<file path="config.mk">
export PLATFORM = sky130hd
export DESIGN_NAME = rdb_agent_mc_flat
export DESIGN_NICKNAME = d
export VERILOG_FILES = /design/src/rtl/vector_cache_pkg.sv /design/src/rtl/rdb_agent_mc_if.sv /design/src/rtl/rdb_rd_queue.sv /design/src/rtl/rdb_agent_mc.sv /design/src/flat_wrapper.sv
export SDC_FILE = /design/constraint.sdc
export NUM_CORES = 1
export LEC_CHECK = 0
export ABC_AREA = 1
export ABC_CLOCK_PERIOD_IN_PS = 2400
export CAP_MARGIN = 25
export CORE_MARGIN = 2
export CORE_UTILIZATION = 58
export CTS_BUF_LIST = sky130_fd_sc_hd__clkbuf_8
export DETAILED_ROUTE_END_ITERATION = 10
export PLACE_DENSITY = 0.92
export SYNTH_ARGS = -nofsm -noshare
export SYNTH_HDL_FRONTEND = slang
export SYNTH_HIERARCHICAL = 1
export SYNTH_SLANG_ARGS = --single-unit
</file>
<file path="constraint.sdc">
create_clock -name clk -period 2.4 [get_ports clk]
set_input_delay 0.24 -clock clk [delete_from_list [all_inputs] [get_ports clk]]
set_output_delay 0.24 -clock clk [all_outputs]
set_load 0.01 [all_outputs]
</file>
<file path="src/rtl/vector_cache_pkg.sv">
// vector_cache_pkg: shared request/RDB types, widths and helpers for the data-ram read path.
package vector_cache_pkg;
    localparam int RW_DB_ENTRY_NUM      = 16;
    localparam int DB_ENTRY_IDX_WIDTH   = 4;
    localparam int MSHR_ENTRY_IDX_WIDTH = 4;
    localparam int TXNID_WIDTH          = 6;
    localparam int CH_IDX_MAX_W         = 3;

    typedef struct packed {
        logic [DB_ENTRY_IDX_WIDTH-1:0]   db_entry_id;
        logic [TXNID_WIDTH-1:0]          txnid;
        logic [MSHR_ENTRY_IDX_WIDTH-1:0] rob_entry_id;
    } arb_out_req_t;

    typedef struct packed {
        logic [DB_ENTRY_IDX_WIDTH-1:0] db_entry_id;
        logic [TXNID_WIDTH-1:0]        txnid;
    } read_rdb_addr_t;

    typedef struct packed {
        arb_out_req_t            pld;
        logic [CH_IDX_MAX_W-1:0] ch;
    } rdb_q_entry_t;

    function automatic int ch_idx_w(int n);
        return (n > 1) ? $clog2(n) : 1;
    endfunction
endpackage

</file>
<file path="src/rtl/rdb_agent_mc_if.sv">
// rdb_agent_mc_if: request, RDB port, upstream release and entry-allocation signals of the agent.
interface rdb_agent_mc_if import vector_cache_pkg::*; #(parameter int CH_NUM = 2);
    localparam int CH_IDX_W = ch_idx_w(CH_NUM);
    logic [CH_NUM-1:0]               dataram_rd_vld;
    arb_out_req_t [CH_NUM-1:0]       dataram_rd_pld;
    logic [CH_NUM-1:0]               dataram_rd_rdy;
    logic                            us_rdy;
    logic                            rdb_mem_en;
    logic                            rdb_wr_en;
    read_rdb_addr_t                  rdb_addr;
    logic [CH_IDX_W-1:0]             rdb_rd_ch;
    logic                            to_us_done;
    logic [MSHR_ENTRY_IDX_WIDTH-1:0] to_us_done_idx;
    logic [CH_IDX_W-1:0]             to_us_done_ch;
    logic                            alloc_vld;
    logic [DB_ENTRY_IDX_WIDTH-1:0]   alloc_idx;
    logic                            alloc_rdy;
    logic                            err;

    modport master (
        output dataram_rd_vld, dataram_rd_pld, us_rdy, alloc_rdy,
        input  dataram_rd_rdy, rdb_mem_en, rdb_wr_en, rdb_addr, rdb_rd_ch,
               to_us_done, to_us_done_idx, to_us_done_ch, alloc_vld, alloc_idx, err
    );
    modport slave (
        input  dataram_rd_vld, dataram_rd_pld, us_rdy, alloc_rdy,
        output dataram_rd_rdy, rdb_mem_en, rdb_wr_en, rdb_addr, rdb_rd_ch,
               to_us_done, to_us_done_idx, to_us_done_ch, alloc_vld, alloc_idx, err
    );
endinterface

</file>
<file path="src/rtl/rdb_rd_queue.sv">
// rdb_rd_queue: synchronous FIFO of pending RDB reads; depth must be a power of 2.
module rdb_rd_queue import vector_cache_pkg::*; #(
    parameter int  DEPTH = 4,
    parameter type T     = rdb_q_entry_t
) (
    input  logic                       clk,
    input  logic                       rst_n,
    input  logic                       push,
    input  T                           din,
    input  logic                       pop,
    output T                           dout,
    output logic                       empty,
    output logic [$clog2(DEPTH+1)-1:0] count
);
    localparam int AW = $clog2(DEPTH);
    localparam int CW = $clog2(DEPTH+1);
    T mem [DEPTH];
    logic [AW-1:0] wp, rp;

    always_ff @(posedge clk or negedge rst_n) begin
        if (!rst_n) begin
            wp    <= '0;
            rp    <= '0;
            count <= '0;
        end else begin
            if (push) wp <= wp + 1'b1;
            if (pop) rp <= rp + 1'b1;
            count <= count + CW'(push) - CW'(pop);
        end
    end

    always_ff @(posedge clk) if (push) mem[wp] <= din;

    assign dout  = mem[rp];
    assign empty = count == '0;
endmodule

</file>
<file path="src/rtl/rdb_agent_mc.sv">
// rdb_agent_mc: multi-channel RDB agent - RR accept with credits, delayed RDB write, queued read, ROB release.
// Optional protocol checker on err enabled by defining RDB_AGENT_MC_ERR_CHK_EN.
module rdb_agent_mc import vector_cache_pkg::*; #(
    parameter int CH_NUM      = 2,
    parameter int ENTRY_NUM   = RW_DB_ENTRY_NUM,
    parameter int RD_SRAM_DLY = 2,
    parameter int RD_Q_DEPTH  = 4,
    parameter int DONE_DLY    = 2
) (
    input logic           clk,
    input logic           rst_n,
    rdb_agent_mc_if.slave bus
);
    localparam int CH_IDX_W = ch_idx_w(CH_NUM);
    localparam int CW       = $clog2(RD_Q_DEPTH+1);

    typedef struct packed {
        arb_out_req_t        pld;
        logic [CH_IDX_W-1:0] ch;
    } q_ent_t;

    logic [CH_IDX_W-1:0]             ptr, win;
    logic                            found, acc, wr, pop, q_empty;
    logic [CW-1:0]                   q_count;
    logic [RD_SRAM_DLY-1:0]          wr_vld;
    q_ent_t                          wr_pipe [RD_SRAM_DLY];
    q_ent_t                          q_head;
    arb_out_req_t                    addr_src;
    logic [DONE_DLY-1:0]             done_vld;
    logic [MSHR_ENTRY_IDX_WIDTH-1:0] done_rob [DONE_DLY];
    logic [CH_IDX_W-1:0]             done_ch [DONE_DLY];
    logic [ENTRY_NUM-1:0]            free_map, alloc_mask, free_mask;

    always_comb begin
        win   = ptr;
        found = 1'b0;
        for (int i = CH_NUM - 1; i >= 0; i--) begin
            if (bus.dataram_rd_vld[CH_IDX_W'((int'(ptr) + i) % CH_NUM)]) begin
                win   = CH_IDX_W'((int'(ptr) + i) % CH_NUM);
                found = 1'b1;
            end
        end
    end

    // Credits cover requests in the SRAM pipeline plus those parked in the queue.
    assign acc = found && (int'($countones(wr_vld)) + int'(q_count) < RD_Q_DEPTH);
    assign bus.dataram_rd_rdy = acc ? CH_NUM'(1) << win : '0;

    assign wr  = wr_vld[RD_SRAM_DLY-1];
    assign pop = !q_empty && bus.us_rdy && !wr;

    assign addr_src       = wr ? wr_pipe[RD_SRAM_DLY-1].pld : q_head.pld;
    assign bus.rdb_mem_en = wr | pop;
    assign bus.rdb_wr_en  = wr;
    assign bus.rdb_addr   = (wr | pop) ? {addr_src.db_entry_id, addr_src.txnid} : '0;
    assign bus.rdb_rd_ch  = pop ? q_head.ch : '0;

    assign bus.to_us_done     = done_vld[DONE_DLY-1];
    assign bus.to_us_done_idx = done_vld[DONE_DLY-1] ? done_rob[DONE_DLY-1] : '0;
    assign bus.to_us_done_ch  = done_vld[DONE_DLY-1] ? done_ch[DONE_DLY-1] : '0;

    always_comb begin
        bus.alloc_idx = '0;
        for (int i = ENTRY_NUM - 1; i >= 0; i--) if (free_map[i]) bus.alloc_idx = DB_ENTRY_IDX_WIDTH'(i);
    end
    assign bus.alloc_vld = |free_map;
    assign alloc_mask    = (bus.alloc_vld && bus.alloc_rdy) ? ENTRY_NUM'(1) << bus.alloc_idx : '0;
    assign free_mask     = pop ? ENTRY_NUM'(1) << q_head.pld.db_entry_id : '0;

    rdb_rd_queue #(.DEPTH(RD_Q_DEPTH), .T(q_ent_t)) u_rd_queue (
        .clk   (clk),
        .rst_n (rst_n),
        .push  (wr),
        .din   (wr_pipe[RD_SRAM_DLY-1]),
        .pop   (pop),
        .dout  (q_head),
        .empty (q_empty),
        .count (q_count)
    );

    always_ff @(posedge clk or negedge rst_n) begin
        if (!rst_n) begin
            ptr      <= '0;
            wr_vld   <= '0;
            done_vld <= '0;
            free_map <= '1;
            for (int i = 0; i < RD_SRAM_DLY; i++) wr_pipe[i] <= '0;
            for (int i = 0; i < DONE_DLY; i++) begin
                done_rob[i] <= '0;
                done_ch[i]  <= '0;
            end
        end else begin
            if (acc) ptr <= CH_IDX_W'((int'(win) + 1) % CH_NUM);
            wr_vld     <= RD_SRAM_DLY'({wr_vld, acc});
            wr_pipe[0] <= '{pld: bus.dataram_rd_pld[win], ch: win};
            for (int i = 1; i < RD_SRAM_DLY; i++) wr_pipe[i] <= wr_pipe[i-1];
            done_vld    <= DONE_DLY'({done_vld, pop});
            done_rob[0] <= q_head.pld.rob_entry_id;
            done_ch[0]  <= q_head.ch;
            for (int i = 1; i < DONE_DLY; i++) begin
                done_rob[i] <= done_rob[i-1];
                done_ch[i]  <= done_ch[i-1];
            end
            free_map <= (free_map & ~alloc_mask) | free_mask;
        end
    end

`ifdef RDB_AGENT_MC_ERR_CHK_EN
    always_ff @(posedge clk or negedge rst_n) begin
        if (!rst_n) bus.err <= 1'b0;
        else if ((wr && free_map[wr_pipe[RD_SRAM_DLY-1].pld.db_entry_id]) ||
                 (bus.alloc_rdy && !bus.alloc_vld) ||
                 (pop && free_map[q_head.pld.db_entry_id])) bus.err <= 1'b1;
    end
`else
    assign bus.err = 1'b0;
`endif
endmodule

</file>
<file path="src/flat_wrapper.sv">
// flat-port wrapper written by rule: the top's interface ports become plain ports
module rdb_agent_mc_flat import vector_cache_pkg::*;
#(
    parameter int CH_NUM      = 2,
    parameter int ENTRY_NUM   = RW_DB_ENTRY_NUM,
    parameter int RD_SRAM_DLY = 2,
    parameter int RD_Q_DEPTH  = 4,
    parameter int DONE_DLY    = 2
)
  (clk, rst_n, bus_dataram_rd_vld, bus_dataram_rd_pld, bus_us_rdy, bus_alloc_rdy, bus_dataram_rd_rdy, bus_rdb_mem_en, bus_rdb_wr_en, bus_rdb_addr, bus_rdb_rd_ch, bus_to_us_done, bus_to_us_done_idx, bus_to_us_done_ch, bus_alloc_vld, bus_alloc_idx, bus_err);
  rdb_agent_mc_if #(.CH_NUM(CH_NUM)) bus_i ();
  input logic clk;
  input logic rst_n;
  input wire logic [$bits(bus_i.dataram_rd_vld)-1:0] bus_dataram_rd_vld;
  input wire logic [$bits(bus_i.dataram_rd_pld)-1:0] bus_dataram_rd_pld;
  input wire logic [$bits(bus_i.us_rdy)-1:0] bus_us_rdy;
  input wire logic [$bits(bus_i.alloc_rdy)-1:0] bus_alloc_rdy;
  output wire logic [$bits(bus_i.dataram_rd_rdy)-1:0] bus_dataram_rd_rdy;
  output wire logic [$bits(bus_i.rdb_mem_en)-1:0] bus_rdb_mem_en;
  output wire logic [$bits(bus_i.rdb_wr_en)-1:0] bus_rdb_wr_en;
  output wire logic [$bits(bus_i.rdb_addr)-1:0] bus_rdb_addr;
  output wire logic [$bits(bus_i.rdb_rd_ch)-1:0] bus_rdb_rd_ch;
  output wire logic [$bits(bus_i.to_us_done)-1:0] bus_to_us_done;
  output wire logic [$bits(bus_i.to_us_done_idx)-1:0] bus_to_us_done_idx;
  output wire logic [$bits(bus_i.to_us_done_ch)-1:0] bus_to_us_done_ch;
  output wire logic [$bits(bus_i.alloc_vld)-1:0] bus_alloc_vld;
  output wire logic [$bits(bus_i.alloc_idx)-1:0] bus_alloc_idx;
  output wire logic [$bits(bus_i.err)-1:0] bus_err;
  assign bus_i.dataram_rd_vld = bus_dataram_rd_vld;
  assign bus_i.dataram_rd_pld = bus_dataram_rd_pld;
  assign bus_i.us_rdy = bus_us_rdy;
  assign bus_i.alloc_rdy = bus_alloc_rdy;
  assign bus_dataram_rd_rdy = bus_i.dataram_rd_rdy;
  assign bus_rdb_mem_en = bus_i.rdb_mem_en;
  assign bus_rdb_wr_en = bus_i.rdb_wr_en;
  assign bus_rdb_addr = bus_i.rdb_addr;
  assign bus_rdb_rd_ch = bus_i.rdb_rd_ch;
  assign bus_to_us_done = bus_i.to_us_done;
  assign bus_to_us_done_idx = bus_i.to_us_done_idx;
  assign bus_to_us_done_ch = bus_i.to_us_done_ch;
  assign bus_alloc_vld = bus_i.alloc_vld;
  assign bus_alloc_idx = bus_i.alloc_idx;
  assign bus_err = bus_i.err;
  rdb_agent_mc #(.CH_NUM(CH_NUM), .ENTRY_NUM(ENTRY_NUM), .RD_SRAM_DLY(RD_SRAM_DLY), .RD_Q_DEPTH(RD_Q_DEPTH), .DONE_DLY(DONE_DLY)) u_core (.clk(clk), .rst_n(rst_n), .bus(bus_i));
endmodule
</file>
# After elaboration in Yosys (flattened, before gate mapping)
# Memories as Yosys holds them, arrays and structs flattened.
# Cells that the tools add are included.
dict set report word_totals {
  reg_bits 68
  ramBits 60
  memories 1
}
dict set report classes {
  n_addsub 8
  n_lt_le_gt_ge 4
  n_shift 3
  muxes 36
  bitwise_logic 4
  n_reduce_logical 8
}
# memory depth word_bits rd rd_ports_with_merged_regs wr line_no
set memory_table {}
lappend memory_table {u_core.u_rd_queue.mem 4 15 1 0 1 rdb_rd_queue.sv:17} ;# T mem [DEPTH];
# operator count
set op_table {}
lappend op_table {{2-to-1 mux 4 bit} 17}
lappend op_table {{2-to-1 mux 14 bit} 3}
lappend op_table {{adder 32 x 4 -> 32 bit} 1}
lappend op_table {{less-than comparator 32 x 4 -> 1 bit, second input constant} 1}
lappend op_table {{2-to-1 mux 16 bit} 2}
lappend op_table {{left shift 1 x 4 -> 16 bit, first input constant} 2}
lappend op_table {{bitwise AND 16 bit} 1}
lappend op_table {{inverter 16 bit} 1}
lappend op_table {{bitwise OR 16 bit} 1}
lappend op_table {{OR reduction 16 bit} 1}
lappend op_table {{2-to-1 mux 1 bit} 12}
lappend op_table {{2-to-1 mux 10 bit} 1}
lappend op_table {{less-than comparator 1 x 3 -> 1 bit, second input constant} 2}
lappend op_table {{adder 2 x 1 -> 2 bit, second input constant} 2}
lappend op_table {{logical AND 1 bit} 4}
lappend op_table {{adder 3 x 1 -> 3 bit} 1}
lappend op_table {{zero test 3 bit} 1}
lappend op_table {{subtractor 3 x 1 -> 3 bit} 1}
lappend op_table {{adder 1 bit, second input constant} 2}
lappend op_table {{adder 1 x 1 -> 2 bit} 1}
lappend op_table {{zero test 1 bit} 2}
lappend op_table {{less-than comparator 1 x 2 -> 1 bit, second input constant} 1}
lappend op_table {{2-to-1 mux 2 bit} 1}
lappend op_table {{left shift 1 x 1 -> 2 bit, first input constant} 1}
lappend op_table {{bitwise OR 1 bit} 1}

# Logic depth before layout (Yosys ltp)
dict set report depth {
  depth_word 21
  mapped_depth 19
  ltp_nobuf 19
}

# Hierarchy
# Netlist, hierarchy kept.
# module n_inst cells_each area_per_inst_um2 seq_area_each_um2
set modules_own_cells {}
lappend modules_own_cells {rdb_rd_queue 1 281 2969.1 1976.9}
lappend modules_own_cells {rdb_agent_mc 1 304 2685.1 1546.5}

# Worst setup path after synthesis
# OpenSTA, ideal clock, no wires.
dict set report synth_timing {
  path_kind {reg-to-reg}
  from {register u_core.wr_vld[1]}
  to {register u_core.u_rd_queue.count[2]}
  t_arrival_ns 1.914
  slack_ns 0.369
  path_stages_with_launch 10
  n_path_buf 0
  synth_period_minus_slack_ns 2.031
  path_cell_list {dfrtp_1 > nor3_2 > ha_1 > inv_1 > ha_1 > fa_1 > inv_1 > nand2_1 > nand3_1 > nand2_1}
}
dict set report synth_via {
  elab_chain_len 3
  word_cells_on_any_way 4
}
# item line_no
set synth_lines {}
lappend synth_lines {{start: declaration} rdb_agent_mc.sv:25} ;# logic [RD_SRAM_DLY-1:0] wr_vld;
lappend synth_lines {{start signal: assignment} rdb_agent_mc.sv:94} ;# wr_vld <= RD_SRAM_DLY'({wr_vld, acc});
lappend synth_lines {{zero test 1 bit} rdb_agent_mc.sv:50} ;# assign pop = !q_empty && bus.us_rdy && !wr;
lappend synth_lines {{logical AND 1 bit} rdb_agent_mc.sv:50}
lappend synth_lines {{named net u_core.pop} rdb_agent_mc.sv:23} ;# logic found, acc, wr, pop, q_empty;
lappend synth_lines {{subtractor 3 x 1 -> 3 bit} rdb_rd_queue.sv:28} ;# count <= count + CW'(push) - CW'(pop);
lappend synth_lines {{end signal: assignment} rdb_rd_queue.sv:28}
lappend synth_lines {{end: declaration} rdb_rd_queue.sv:13} ;# output logic [$clog2(DEPTH+1)-1:0] count
# The timed path passes the listed nets, and every way through them passes these cells.
# A chain may end at the register's enable or synchronous reset.

# Worst setup path after layout
dict set report layout_timing {
  from {register u_core.u_rd_queue.count[0]}
  to {output bus_dataram_rd_rdy[0]}
}
dict set report layout_via {
  elab_chain_len 4
}
# item line_no
set layout_lines {}
lappend layout_lines {{adder 32 x 4 -> 32 bit} rdb_agent_mc.sv:46} ;# assign acc = found && (int'($countones(wr_vld)) + int'(q_count) < RD_Q_DEPTH);
lappend layout_lines {{less-than comparator 32 x 4 -> 1 bit} rdb_agent_mc.sv:46}
lappend layout_lines {{logical AND 1 bit} rdb_agent_mc.sv:46}
lappend layout_lines {{named net u_core.acc} rdb_agent_mc.sv:23}
lappend layout_lines {{2-to-1 mux 2 bit} rdb_agent_mc.sv:47} ;# assign bus.dataram_rd_rdy = acc ? CH_NUM'(1) << win : '0;
lappend layout_lines {{end: declaration} flat_wrapper.sv:18} ;# output wire logic [$bits(bus_i.dataram_rd_rdy)-1:0] bus_dataram_rd_rdy;
# The timed path passes the listed nets, and every way through them passes these cells.

==> key figures <==
Power
  – Cell Pwr Density: between 1000 and 1500 nW/um^2
  – LEAKAGE: between 0.003 and 0.004 uW
  – Pwr Total: 9600 uW
  – Max IR drop VDD: 0.000820 V

Synth
  – Post-synth ARST share: 53.1%
  – Post-Syn Nets: 627
  – Seq cells post-synth: 128
  – Top_reg_cell synth: edfxtp_1
  – Yosys warnings: 6
  – Post-synthesis sequential area ratio: 62.3%
  – Syn_area_per_cell: 9.67 um^2
  – EDFF count, synth: 60
  – Netlist cell types: 35
  – Syn Std Cell Area: 5650 um^2
  – Top area cells in the synthesized netlist: edfxtp_1, dfrtp_1, nand2_1
  – Top-count cell post-synth: nand2_1
  – Yosys top cell area share: between 30% and 40%
  – Area leader, netlist: edfxtp_1
  – Top post-synthesis cells by count: nand2_1, inv_1, edfxtp_1, dfrtp_1, nand3_1
  – Syn Inst Count: 585

Worst setup path
  – Crit path kind: reg2out
  – Buffer and inverter count on the worst path: 2
  – Crit. path cell count: 7
  – CP max stage cell: dfrtp_2
  – Slowest cell delay on critical path: 0.47 ns
  – R2R cell count: 10
  – CP Cell Sequence: ha_1 > a21oi_1 > nor2_1 > nor3_2 > inv_1 > nor2_1 > dlygate4sd2_1
  – Critical path's top delay family: flip-flops
  – Crit path arrival time: 2.08 ns
  – Max Fanout on Critical Path: 3
  – Critical Path Sink Type: primary output
  – CP required: ~2.2 ns
  – Crit start category: flop
  – CP dominant cell by count: nor2_1

Layout
  – Fin cells: about 830
  – Syn-to-layout area delta: 24.0%
  – Layout Nets: 723
  – Final instance area: ~7000 um^2
  – Antenna diodes: 0
  – Share of cells above drive strength 1: 17.9%
  – Post-layout util: 73.1%

STA
  – Slew @ Worst Pin: between 0.6 and 0.7 ns
  – Tmin final: 2.32 ns
  – Fin crit share: 96.6%
  – Post-route setup slack: 0.0821 ns
  – Slew margin rel.: 53.7%
  – Fin. Hold Viols: 0
  – Slew Viols, Final: 0
  – Final setup fails: 0
  – FMAX: approximately 0.43 GHz
  – Unrepaired setup endpoints after global routing: true
  – Worst clock skew: 0.0136 ns

GRT
  – Aggregate global routing overflow: 0
  – Largest net degree at the start of global routing: 31
  – First-pass GRT wire length: 20100 um
  – Vias in the first global route: 4335
  – Tot GR Track Use: between 20% and 30%
  – Initial antenna violation count: 0

Floorplanning
  – Initial core utilization: 58.9%
  – Die H: 103 um
  – Die ar.: 10600 um^2
  – # rows: 36
  – Die X: 103 um
  – Core area: 9590 um^2
  – IO Count: just over 60

Clocking
  – Root buffer cell: clkbuf_8
  – Register clock-pin slew on the reported worst setup and hold paths: 0.09 ns
  – Total CTS buffers: 17
  – CTS tree: yes
  – CTS max path bufs: 2
  – Worst-Skew Late Latency: 0.44 ns
  – # clock sinks: 128
  – H-tree Lvls: 4

Detailed routing
  – Drt pass-1 iters: 5
  – Post-route ant nets: 0
  – DRC viols: 0
  – Vias/cell: 5.29
  – Final wirelength: 13700 um
  – Iteration-0 DRC Markers: about 360
  – Total number of vias: 4376
  – WL per Instance: 16.6 um

Run status
  – Status: completed

Placed design
  – Final HPWL DP: between 8000 and 9000 um
  – Post-DP Area: 6380 um^2
  – GPL Wtd Cong: 0.898
  – Place WS: 0.105 ns
  – IO Port Bufs: 58
  – Placed insts: 774

Job
  – Max-Cap Viols: 0

Min path
  – Min-Delay Path Depth: 3
  – Hold/Removal Path Class: in2reg
-- layout make-up --
type | count | area [um^2]
flip-flops and latches | 128 | 3530
fillers | 603 | 2580
multi-input cells | 314 | 1570
repair buffers | 92 | 865
inverters | 127 | 497
clock buffers | 17 | 234
well taps | 133 | 166
clock inverters | 15 | 138
repair inverters | 1 | 11.3
-- metrics by stage --
stage / hold slack (ns) / setup TNS, ns
detailed placement: 0.269 / 0
global route: 0.333 / -0.0431
floorplan: -0.0556 / 0
global placement: 0.259 / 0
finish: 0.330 / 0
CTS: 0.319 / -0.0368
-- where the power goes --
part           leakage (uW)  switching [uW]  total [uW]  internal, uW
clock              0.000173             902        1730           825
combinational       0.00203            2490        4110          1620
sequential          0.00133             527        3770          3240
total               0.00353            3920        9600          5680
-- worst register-to-register path, cell delays in order (launching register included) --
cell	delay [ns]
dfrtp_2	0.47
nor3_4	0.28
nor3_4	0.09
ha_1	0.29
inv_1	0.05
ha_1	0.19
fa_1	0.42
inv_1	0.09
nand2_1	0.09
nand3_1	0.13
nand2_1	0.06
-- sequential cells by signal (all words and copies together) (netlist names) --
register                 count
u_core/wr_vld                2
u_core/wr_pipe              30
u_core/done_rob              8
u_core/done_ch               2
u_core/u_rd_queue/count      3
u_core/u_rd_queue/mem       60
u_core/ptr                   1
u_core/u_rd_queue/wp         2
u_core/free_map             16
u_core/u_rd_queue/rp         2
u_core/done_vld              2
-- path summary, 6_finish.rpt --
check | from | end | slack [ns]
setup / recovery | u_core/u_rd_queue/count[0] | bus_dataram_rd_rdy[0] | 0.08
hold / removal | bus_dataram_rd_pld[11] | u_core/wr_pipe[27] | 0.33
setup reg to reg | u_core/u_rd_queue/count[0] | u_core/u_rd_queue/count[2] | 0.14
hold reg to reg | u_core/done_rob[4] | u_core/done_rob[0] | 0.35
max in group asynchronous | rst_n | u_core/wr_vld[1] | 1.26
min in group asynchronous | rst_n | u_core/wr_pipe[25] | 0.35
-- cells by family (layout without fill, tap and decap cells) --
| group | count (synthesis) | in the layout | share of synthesized area [%] |
|---|---|---|---|
| other cells | 1 | 1 | 0.0663 |
| xor+xnor | 3 | 3 | 0.465 |
| fa+ha+maj | 8 | 8 | 1.90 |
| buf+inv | 143 | 252 | 10.7 |
| simple gates | 281 | 281 | 21.6 |
| compound gates | 21 | 21 | 2.92 |
| flops | 128 | 128 | 62.3 |
-- layout by cell type, fill, tap and decap left out, drive strengths merged --
| cell | n |
|---|---|
| o21bai | 4 |
| ha | 7 |
| dfrtp | 52 |
| dlymetal6s2s | 8 |
| buf | 35 |
| a31oi | 1 |
| nand2 | 208 |
| edfxtp | 60 |
| nor2 | 11 |
| a21oi | 3 |
| dlygate4sd2 | 4 |
| bufinv | 1 |
| a22oi | 3 |
| nor4 | 1 |
| fa | 1 |
| dfstp | 16 |
| inv | 126 |
| o21ai | 6 |
| dlygate4sd3 | 1 |
| conb | 1 |
| clkdlybuf4s50 | 42 |
| nor3 | 13 |
| clkdlybuf4s15 | 1 |
| clkinv | 11 |
| clkbuf | 18 |
| a22o | 4 |
| nand4 | 12 |
| xor2 | 3 |
| clkinvlp | 5 |
| nand3 | 36 |
-- routing by layer --
| layer | global-route usage, % | routed length, um | vias to the layer above |
|---|---|---|---|
| li1 | - | - | 1992 |
| met1 | 29.1 | 4940 | 2047 |
| met2 | 45.8 | 7290 | 281 |
| met3 | 6.24 | 984 | 56 |
| met4 | 14.3 | 502 | 0 |
| met5 | 0 | 0 | - |
-- what timing repair did --
item / in CTS / in global routing
cloned: 0 / 1
setup buffers: 13 / 6
hold endpoints to repair: 16 / 0
endpoints found under the setup margin: 16 / 10
gates resized for setup: 21 / 25
hold buffers: 1 / 0
pin swaps: 5 / 4
Note: power is estimated with default switching activity, not from simulation.
==> RTL edit 1: new RTL, same settings <==
Add a define of `RDB_AGENT_MC_ERR_CHK_EN`.
--- a/src/rtl/rdb_agent_mc.sv
+++ b/src/rtl/rdb_agent_mc.sv
@@ -1,5 +1,7 @@
 // rdb_agent_mc: multi-channel RDB agent - RR accept with credits, delayed RDB write, queued read, ROB release.
 // Optional protocol checker on err enabled by defining RDB_AGENT_MC_ERR_CHK_EN.
+`define RDB_AGENT_MC_ERR_CHK_EN
+
 module rdb_agent_mc import vector_cache_pkg::*; #(
     parameter int CH_NUM      = 2,
     parameter int ENTRY_NUM   = RW_DB_ENTRY_NUM,
Formal check against the unedited RTL: not equivalent (Yosys sat finds a counterexample within 4 cycles, from zero or initial values and one cycle with rst_n low).
==> RTL edit 1 against the original RTL <==
- wire length fell by 3.1%
- sequential cell count rose by 1
- synthesized area rose by 5.1%
- total power rose by 3.2%
- count of clock-buffer cells in the layout did not move
- final area rose by 3.1%
- worst setup slack got worse by 49 ps
- sequential share of layout area fell by 1.2 points
==> RTL edit 1: results (changes against the original RTL) <==
** Hold path
- The worst hold path terminates at u_core/wr_pipe[16]$_DFF_PN0_.

** Routing
- Number of design-rule violations left by the first detailed-router iteration :: 321 (-12%)
- The total vias in the final route was 4574 (+4.5%).
- Routed WL :: 13300 µm (-3.1%)
- Wire length on met3 :: 991 µm (+0.71%)
- The total length of routed met2 wires was 6813 µm (-6.6%).
- 1st-pass router iterations :: 6 (+1)

** Global route
- Global-route wire length before repair :: 21490 µm (+6.7%)
- The global-route track usage on met2 came to 42.63% (-3.1 points).

** Yosys
- The average cell area after synthesis came to 9.385 µm² (-2.9%).
- After synthesis, the cell types taking the most area are edfxtp_1 30%, dfrtp_1 22%, nand2_1 13%.
- The commonest cells after synthesis are 206 x nand2_1, 111 x inv_1, 60 x edfxtp_1, 53 x dfrtp_1, 43 x nand3_1.
- Area of the mapped netlist :: 5941 µm² (+5.1%)
- The count of distinct cell types in the synthesized netlist was 42 (+20%).

** STA
- The worst-case clock skew is 9.591 ps (-3.990 ps).
- The measured slew at the worst slew-check pin came to 747.7 ps (+54.65 ps).

** Pwr
- Switch share :: 40.96% (+0.13 points)
- The power density normalized to cell area is 1372 nW/µm² (+0.17%).

** Placed design
- Port Buf Inserts :: 59 (+1.7%)
- The worst slack after detailed placement was 125.2 ps (+20.32 ps).
- Placed Instances :: 823 (+6.3%)

** Clock tree
- Clock latency reported for the late side of the worst-skew pair :: 420 ps (-20 ps)

** Setup path
- Launch point of the critical path :: u_core/free_map[7]$_DFF_PN1_
- Among cell families on the critical path, the largest total delay comes from buffers and inverters.
- The arrival time of the worst setup path came to 2130 ps (+50 ps).
- Maximum cell stage delay along the critical path :: 570 ps (+100 ps)
- R2r startpoint :: u_core/u_rd_queue/count[2]$_DFF_PN0_
- R2r setup slk :: 260 ps (+120 ps)

** Layout
- The count of inverters other than clock inverters in the layout was 131 (+2.3%).
- Fraction of area in non-clock buffers :: 11.26% (-1.1 points)
- The count of nets after finishing was 765 (+5.8%).
- Plain + repair buffers :: 86 (-6.5%)
- Number of standard cells in the final layout excluding fillers :: 868 (+5.0%)
- Relative to the synthesized area, the layout overhead comes to 21.61%.

** Status
- Run status :: finished, final reports clean
[RTL edit 1: cell count changes in the layout (fill, tap and decap cells not counted), moves of 3 or more]
cell             delta
inv_1               -3
o21ai_0             +8
dfrtp_1             +3
o21ai_1             +3
buf_4               -7
nand2_1             +6
nor3_1              -9
a21oi_1            +10
nor2_1             +11
clkdlybuf4s50_1     +3
o22ai_1             +5
inv_2               +6
nand3_1             +7
[RTL edit 1: kinds of logic (layout without fill, tap and decap cells)]
group           Yosys count  after routing  synth area share, %
compound gates           51             51                5.687
xor+xnor                  3              3               0.4424
fa+ha+maj                 8              8                1.811
buf+inv                 146            248                10.45
flops                   129            129                59.73
simple gates            296            296                21.88
[RTL edit 1: what timing repair did]
action / 4_1_cts / 5_1_grt
pin swaps: 1 / 6
cloned: 0 / 1
resized for setup: 15 / 26
endpoints found under the setup margin: 15 / 13
endpoints found under the hold margin: 53 / 0
hold buffers: 1 / 0
buffers inserted: 5 / 7
==> RTL edit 2: new RTL, same flow settings <==
Made on the original files. `RD_SRAM_DLY` is set to 2 in 2 places; all go to 4.
--- a/src/rtl/rdb_agent_mc.sv
+++ b/src/rtl/rdb_agent_mc.sv
@@ -3,7 +3,7 @@
 module rdb_agent_mc import vector_cache_pkg::*; #(
     parameter int CH_NUM      = 2,
     parameter int ENTRY_NUM   = RW_DB_ENTRY_NUM,
-    parameter int RD_SRAM_DLY = 2,
+    parameter int RD_SRAM_DLY = 4,
     parameter int RD_Q_DEPTH  = 4,
     parameter int DONE_DLY    = 2
 ) (
--- a/src/flat_wrapper.sv
+++ b/src/flat_wrapper.sv
@@ -3,7 +3,7 @@
 #(
     parameter int CH_NUM      = 2,
     parameter int ENTRY_NUM   = RW_DB_ENTRY_NUM,
-    parameter int RD_SRAM_DLY = 2,
+    parameter int RD_SRAM_DLY = 4,
     parameter int RD_Q_DEPTH  = 4,
     parameter int DONE_DLY    = 2
 )
Check against the original RTL: not equivalent (a bounded check fails within 4 cycles, from zero or initial values and one cycle with rst_n low).
==> RTL edit 2 against the original RTL <==
- the flow now finishes with violations (setup timing)
- non-clock buffer count grew 7
- clock power grew 26%
- total power grew 17%
- sequential cell count grew 32
- wire length grew 5.2%
- worst setup slack lost 460 ps
- synthesized cell count grew 4.6%
- clock skew shrank 5.0 ps
- synthesized area grew 15%
- final area grew 15%
- critical endpoint unchanged
==> RTL edit 2: results (changes against the original RTL) <==
** Yosys
- The number of flops mapped to enable cells by yosys was 60 (unchanged).
- Sorting the synthesized cells by area gives the leading types as dfrtp_1 32%, edfxtp_1 28%, nand2_1 11%.
- The portion of the post-synthesis area used by sequential elements was 66.63% (+4.3 points).
- Distinct cell type count after synthesis :: 39 (+11%)
- Ranking of synthesized cells by instance count :: 185 x nand2_1, 117 x inv_1, 84 x dfrtp_1, 60 x edfxtp_1, 40 x nand3_1
- Cell count after synthesis :: 612 (+4.6%)
- Async S/R FF share, synth :: 62.50% (+9.4 points)
- Syn nets :: 656 (+4.6%)

** Pwr
- The leakage component of the power came to 0.003961 µW (+12%).
- The worst ir drop on vdd came to 0.9513 mV (+16%).
- The power density normalized to cell area came to 1397 nW/µm² (+2.0%).

** Placed design
- The worst slack after detailed placement came to -338.1 ps (-442.9 ps).
- Placed Instances :: 810 (+4.7%)
- DP HPWL :: 8623 µm (+6.6%)
- Total placed instance area :: 7261 µm² (+14%)
- Port Buf Inserts :: 58 (unchanged)
- The final estimated routing congestion in global placement was 0.8247 (-8.1%).

** Setup path
- Maximum cell stage delay along the critical path :: 640 ps (+170 ps)
- Path depth of the worst reg2reg path :: 14 (+4)
- The slowest stage of the critical path is the fa_1 cell.
- The startpoint identified for the worst register-to-register timing path is u_core/u_rd_queue/count[0]$_DFF_PN0_.
- The slack of the worst reg-to-reg path came to 20 ps (-120 ps).
- Launch point of the critical path :: u_core/wr_vld[2]$_DFF_PN0_

** Global route
- The largest net degree at the start of global routing came to 48 (+55%).
- The global-route track usage on met2 came to 41.81% (-3.9 points).
- Met3 usage :: 6.639% (+0.40 points)
- Met1 Track Usage GR :: 28.37% (-0.70 points)
- The total global-route track usage is 24.72% (-1.2 points).
- Global-route wire length before repair :: 21780 µm (+8.1%)

** Clock tree
- Clock latency reported for the late side of the worst-skew pair :: 450 ps
- Clock-pin slew reported for the worst setup and hold paths after clock tree synthesis :: 80 ps
- Clk Tree Root Cell :: clkbuf_8

** Layout
- Layout cell share with drive strength beyond 1 :: 19.97% (+2.1 points)
- Regs by FF count :: u_core/u_rd_queue/mem (60), u_core/wr_pipe (60), u_core/free_map (16)
- NumNets Final :: 757 (+4.7%)
- The register area was 4327 µm² (+23%).
- The fill cell instance count of the final layout is 663 (+10%).

** Routing
- Via count :: 4553 (+4.0%)
- Via/cell ratio :: 5.258 (-0.64%)
- Wire length on met3 :: 979 µm (-0.51%)
- Number of design-rule violations left by the first detailed-router iteration :: 374 (+2.7%)
- Routed length on met1 :: 5242 µm (+6.1%)
- The total length of routed met2 wires was 7671 µm (+5.2%).
- The average wire length per cell after detail routing was 16.66 µm (+0.43%).

** STA
- Sum Neg Setup Slack :: -765.1 ps (-765.1 ps)
- Post-route clock skew :: 8.588 ps (-4.993 ps)
- Final setup fails :: 2 (+2)
- The minimum setup slack in the final design came to -382.7 ps (-464.8 ps).
- The relative max-transition margin is 49.08% (-4.7 points).

** Status
- The final reports fail on setup timing.
- The flow ran to the end, but the final reports show violations.

** Hold path
- In this run the worst hold path is classified as in -> async.
[RTL edit 2: critical path: cells and delay by family, from the launching register on]
kind	cells	cell delay, ps
adder cells (fa/ha/maj)	2	870
flip-flops	1	440
buffers and inverters	3	360
AND/OR/NAND/NOR	3	300
AO/OA/AOI/OAI	1	110
[RTL edit 2: cells by family after synthesis]
logic type | synth area share [%]
xor+xnor | 0.4049
mux | 1.041
other cells | 0.05778
flops | 66.63
simple gates | 17.95
buf+inv | 9.427
fa+ha+maj | 2.159
compound gates | 2.333
[RTL edit 2: repair_timing]
action                                  4_1_cts  5_1_grt
gates resized for setup                      48       21
setup buffers                                11        9
hold endpoints to repair                     45        0
gates cloned                                  3        0
pin swaps                                     4       10
endpoints found under the setup margin       16       15
hold buffers                                  1        0
[RTL edit 2: layout make-up]
cell class                 instances  area share [%]
tap                              140           2.171
timing repair buffer              99           12.00
clock buffer                      21           3.583
clock inverter                    11           2.001
multi-input combinational        307           20.38
sequential                       160           53.63
inverter                         127           6.126
timing repair inverter             1          0.1086
[RTL edit 2: worst min-delay path by stage]
stage	start	endpoint	slack [ps]	cells after the start
final	rst_n	u_core/u_rd_queue/count[2]$_DFF_PN0_	320	2
after global routing	bus_dataram_rd_pld[10]	u_core/wr_pipe[56]$_DFF_PN0_	320	3
after CTS	bus_dataram_rd_pld[10]	u_core/wr_pipe[56]$_DFF_PN0_	310	3
after detailed placement	rst_n	u_core/wr_pipe[53]$_DFF_PN0_	270	1
after global placement	rst_n	u_core/wr_pipe[53]$_DFF_PN0_	260	1
after floorplan	rst_n	u_core/done_ch[0]$_DFF_PN0_	-60	0
[RTL edit 2: report_power, final]
part	total [µW]	internal [µW]	switching [µW]
Combinational	4520	1920	2610
Sequential	4570	3980	597
Clock	2180	1240	941
